--- config.mk ---
export PLATFORM = sky130hd
export DESIGN_NAME = uart_tx_cfg
export DESIGN_NICKNAME = d
export VERILOG_FILES = /design/src/rtl/uart_tx_cfg.sv
export SDC_FILE = /design/constraint.sdc
export NUM_CORES = 1
export LEC_CHECK = 0
export ABC_AREA = 1
export CAP_MARGIN = 10
export CORE_MARGIN = 4
export CORE_UTILIZATION = 55
export CTS_CLUSTER_SIZE = 28
export DETAILED_ROUTE_END_ITERATION = 8
export GPL_TIMING_DRIVEN = 0
export PLACE_DENSITY_LB_ADDON = 0.2
export SYNTH_ARGS = -nofsm -noshare
export SYNTH_HDL_FRONTEND = slang
export SYNTH_SLANG_ARGS = --single-unit
export TNS_END_PERCENT = 20
--- constraint.sdc ---
create_clock -name clk -period 5.05 [get_ports clk]
set_input_delay 0.505 -clock clk [delete_from_list [all_inputs] [get_ports clk]]
set_output_delay 0.505 -clock clk [all_outputs]
set_load 0.01 [all_outputs]
--- src/rtl/uart_tx_cfg.sv ---
// Oversampled UART transmitter with selectable data width, parity mode and stop length.
// state | meaning
// IDLE  | line high, tx_ready=1, waiting for tx_start
// START | start bit (tx=0), 16 ticks
// DATA  | DBIT data bits, LSB first, 16 ticks each
// PAR   | parity bit, 16 ticks (only when PARITY != 0)
// STOP  | stop bit(s) (tx=1), SB_TICK ticks; done pulses on the last tick
module uart_tx_cfg #(
  parameter int DBIT    = 8,
  parameter int PARITY  = 0,
  parameter int SB_TICK = 16,
  parameter int DVSR_W  = 11
) (
  input  logic              clk,
  input  logic              reset_n,
  input  logic [DVSR_W-1:0] dvsr,
  input  logic              tx_start,
  input  logic [DBIT-1:0]   din,
  output logic              tx_ready,
  output logic              tx_done_tick,
  output logic              tx
);

  typedef enum logic [2:0] {IDLE, START, DATA, PAR, STOP} t_state;

  localparam logic [5:0] LAST_TICK16 = 6'd15;
  localparam logic [5:0] LAST_STOP   = 6'(SB_TICK - 1);
  localparam logic [3:0] LAST_BIT    = 4'(DBIT - 1);

  t_state            r_state, w_state_next;
  logic [DVSR_W-1:0] r_tick_cnt;
  logic [5:0]        r_s_cnt, w_s_cnt_next;
  logic [3:0]        r_n, w_n_next;
  logic [DBIT-1:0]   r_shift, w_shift_next;
  logic              r_par, w_par_next;
  logic              r_tx, w_tx_next;
  logic              w_tick, w_accept, w_done;

  // Compared against the live dvsr so a mid-frame change applies immediately.
  assign w_tick   = (r_tick_cnt >= dvsr);
  assign w_accept = (r_state == IDLE) && tx_start;

  always_ff @(posedge clk or negedge reset_n) begin
    if (!reset_n)
      r_tick_cnt <= '0;
    else if (w_accept || w_tick)
      r_tick_cnt <= '0;
    else
      r_tick_cnt <= r_tick_cnt + 1'b1;
  end

  always_ff @(posedge clk or negedge reset_n) begin
    if (!reset_n) begin
      r_state <= IDLE;
      r_s_cnt <= '0;
      r_n     <= '0;
      r_shift <= '0;
      r_par   <= 1'b0;
      r_tx    <= 1'b1;
    end else begin
      r_state <= w_state_next;
      r_s_cnt <= w_s_cnt_next;
      r_n     <= w_n_next;
      r_shift <= w_shift_next;
      r_par   <= w_par_next;
      r_tx    <= w_tx_next;
    end
  end

  // tx is registered, so each transition loads the level of the slot being entered.
  always_comb begin
    w_state_next = r_state;
    w_s_cnt_next = r_s_cnt;
    w_n_next     = r_n;
    w_shift_next = r_shift;
    w_par_next   = r_par;
    w_tx_next    = r_tx;
    w_done       = 1'b0;
    case (r_state)
      IDLE: begin
        if (tx_start) begin
          w_shift_next = din;
          w_par_next   = (PARITY == 2) ? ~(^din) : (^din);
          w_s_cnt_next = '0;
          w_n_next     = '0;
          w_tx_next    = 1'b0;
          w_state_next = START;
        end
      end
      START: begin
        if (w_tick) begin
          if (r_s_cnt == LAST_TICK16) begin
            w_s_cnt_next = '0;
            w_n_next     = '0;
            w_tx_next    = r_shift[0];
            w_state_next = DATA;
          end else begin
            w_s_cnt_next = r_s_cnt + 6'd1;
          end
        end
      end
      DATA: begin
        if (w_tick) begin
          if (r_s_cnt == LAST_TICK16) begin
            w_s_cnt_next = '0;
            w_shift_next = r_shift >> 1;
            if (r_n == LAST_BIT) begin
              if (PARITY != 0) begin
                w_tx_next    = r_par;
                w_state_next = PAR;
              end else begin
                w_tx_next    = 1'b1;
                w_state_next = STOP;
              end
            end else begin
              w_n_next  = r_n + 4'd1;
              w_tx_next = r_shift[1];
            end
          end else begin
            w_s_cnt_next = r_s_cnt + 6'd1;
          end
        end
      end
      PAR: begin
        if (w_tick) begin
          if (r_s_cnt == LAST_TICK16) begin
            w_s_cnt_next = '0;
            w_tx_next    = 1'b1;
            w_state_next = STOP;
          end else begin
            w_s_cnt_next = r_s_cnt + 6'd1;
          end
        end
      end
      STOP: begin
        if (w_tick) begin
          if (r_s_cnt == LAST_STOP) begin
            w_s_cnt_next = '0;
            w_tx_next    = 1'b1;
            w_done       = 1'b1;
            w_state_next = IDLE;
          end else begin
            w_s_cnt_next = r_s_cnt + 6'd1;
          end
        end
      end
      default: w_state_next = IDLE;
    endcase
  end

  assign tx_ready     = (r_state == IDLE);
  assign tx_done_tick = w_done;
  assign tx           = r_tx;

endmodule

==> flow_summary.yaml <==
synth:
  syn_area_mm2: 0.00223
  synthesis.nets: 339
  ys_seq_area_share_pct: 37.1
  ys.warnings.count: 0
  synthCells: 303
  synth_cell_types: 33
  avgSynthCellArea_um2: 7.35
  synth_seq_cells: 33
detailed_routing:
  first_pass_iters: 4
  drc_errors: 0
  wl_per_cell_um: 11.1
  first_iter_violations: 106
  vias: 1941
  finalWirelength_mm: 4.24
  postRouteAntennaNets: 0
  vias_per_cell: 5.07
die:
  die_w_um: 71.7
  ioPinCount: 25
  design.die.area_mm2: 0.00513
  die_h_um: 71.7
  core_mm2: 0.00380
  num_rows: 22
  initial_utilization_pct: 58.7
placed_design:
  place_area_mm2: 0.00252
  hpwl_mm: 3.25
  place_ws_ps: 1980
  globalplace.congestion: 0.803
  io_buffers: 24
min_path:
  min_path_type: "in -> async"
finish:
  drive_above_1_share_pct: 14.3
  n_antenna_cell: 0
  final.fill_count: 333
  fin_nets: 370
  area_growth_pct: 17.8
  stdcell_area_mm2: 0.00263
  layout_common_cells: "nand2_1, inv_1, dfrtp_1"
  final_common_cell: "nand2_1"
global_routing:
  grt_pass1_vias: 1812
  antenna_found_initial: 0
  grt_max_degree: 34
  track_usage_pct: 18.3
  grt_pass1_wl_mm: 7.69
  grt_overflow: 0
timing:
  fin_skew_ps: 2.76
  hold_violations: 0
  setup_viol: 0
  tightest_slew_ps: 738
  layout_setup_ws_ps: 1990
  slew_headroom_pct: 50.8
  fmax_mhz: 327
  period_share_pct: 60.5
  rsz0062_at_grt: "no"
  drv_slew: 0
  fin_crit_ps: 3060
  final.setup.tns_ps: 0
worst_setup_path:
  worstPathMaxFanout: 2
  worstPathRequired_ps: 4550
  worstSetupPathType: "in -> out"
  worst_ep_arrival_time_ps: 2550
  worst_setup_path_end_kind: "output port"
  cp-start-kind: "input port"
clock_network:
  cts-root-buf: "clkbuf_8"
  cts_buffers: 5
  ctsResizeCount: 0
  postCtsHoldBufs: 0
  clk_pin_slew_ps: 70
  h-tree-depth: 2
  clockBufferDepth: 2
  cts_tree: "built"
  clock_sinks: 33
  cts_setup_buffers: 0
  clock_latency_ps: 280
power_and_ir_drop:
  ir_drop_uv: 316
  p_leak_nw: 1.41
  p_per_area_mw_per_mm2: 469
  internal_power_w: 0.000706
  netSwitchingFraction_pct: 42.6
  clkPwrFrac_pct: 17.7
  p_seq_share_pct: 33.9
  pwr-share-comb_pct: 48.5
  switchingPower_w: 0.000524
status:
  status: "complete, no violations"
run:
  max_cap_violations: 0
## final cells by class
type / count / area [µm²] / share of cell area (%)
buffer: 4 / 41.3 / 1.57
sequential: 33 / 827 / 31.5
multi-input combinational: 215 / 1170 / 44.5
clock inverter: 1 / 5.00 / 0.191
timing repair buffer: 24 / 235 / 8.96
clock buffer: 7 / 96.3 / 3.67
tap: 48 / 60.1 / 2.29
inverter: 51 / 191 / 7.29
## flip-flops by register name (all words and copies together), names as in the netlist
signal      cells
r_n             4
r_s_cnt         6
r_tick_cnt     11
r_state         3
tx              1
r_shift         8
## critical path, stage by stage
cell             delay (ps)
clkdlybuf4s50_1         450
inv_1                    40
ha_1                    290
nand2_1                 120
inv_2                    50
a21oi_1                 150
nand2_1                 120
o21ai_0                 270
nor2_1                   70
clkdlybuf4s50_1         480
## routing by layer
metal / global-route usage [%] / share of wire [%] / vias to the layer above
met5: 0 / 0 / -
met3: 3.79 / 3.5 / 7
met4: 5.01 / 1.2 / 0
met2: 29.2 / 48 / 24
li1: - / - / 1015
met1: 25.3 / 48 / 895
## through the flow
step	hold slack [ps]	cells	utilization, %	power, W
after global routing	340	383	69.1	0.00135
after CTS	303	383	69.1	0.00124
after global placement	458	375	66.6	0.00100
after detailed placement	454	375	66.4	0.00102
final	276	383	69.1	0.00123
after floorplan	209	303	-	0.000878
## power by group through the flow
stage / logic [W] / clock network, W / registers (W)
after floorplan: 0.000470 / 0 / 0.000407
after global placement: 0.000582 / 0 / 0.000419
after detailed placement: 0.000598 / 0 / 0.000421
after CTS: 0.000602 / 0.000224 / 0.000417
after global routing: 0.000687 / 0.000235 / 0.000431
final: 0.000596 / 0.000217 / 0.000417
## cell usage after synthesis
cell / count / area [µm²]
a21oi_1: 11 / 55.1
a21oi_2: 1 / 8.76
and3_1: 1 / 6.26
buf_12: 1 / 20.0
buf_2: 2 / 10.0
buf_6: 1 / 11.3
dfrtp_1: 32 / 801
dfstp_2: 1 / 26.3
ha_1: 14 / 175
inv_1: 42 / 158
inv_2: 9 / 33.8
nand2_1: 99 / 372
nand2_2: 3 / 18.8
nand2_4: 1 / 11.3
nand3_1: 14 / 70.1
nand3_2: 1 / 10.0
nand3_4: 1 / 17.5
nand3b_1: 1 / 7.51
nand4_1: 6 / 37.5
nor2_1: 26 / 97.6
nor2_2: 1 / 6.26
nor2_4: 2 / 22.5
nor3_1: 5 / 25.0
nor3_2: 1 / 10.0
nor3b_1: 3 / 22.5
nor3b_2: 2 / 25.0
o21a_1: 1 / 7.51
o21ai_0: 5 / 25.0
o21ai_1: 2 / 10.0
o21ai_2: 10 / 87.6
o21ai_4: 1 / 16.3
or2_2: 1 / 6.26
xor2_1: 2 / 17.5
## worst paths after layout
path / from / end / slack (ps) / cells past startpoint
setup / recovery: dvsr[10] / tx_done_tick / 1990 / 10
hold / removal: reset_n / r_tick_cnt[3] / 280 / 1
setup reg to reg: r_tick_cnt[10] / r_shift[7] / 3080 / 11
hold reg to reg: tx / tx / 470 / 2
max in group asynchronous: reset_n / r_shift[5] / 4300 / 1
min in group clk: tx / tx / 470 / 2
## kinds of logic after synthesis
family                     share of synthesized area, %
and+or+nand+nor                                    34.4
buffers and inverters                              10.4
DFF                                                37.1
AOI/OAI and AO/OA                                  9.43
adders and majority gates                          7.86
xor gates and xnor gates                          0.786
(Power assumes the default switching activity.)
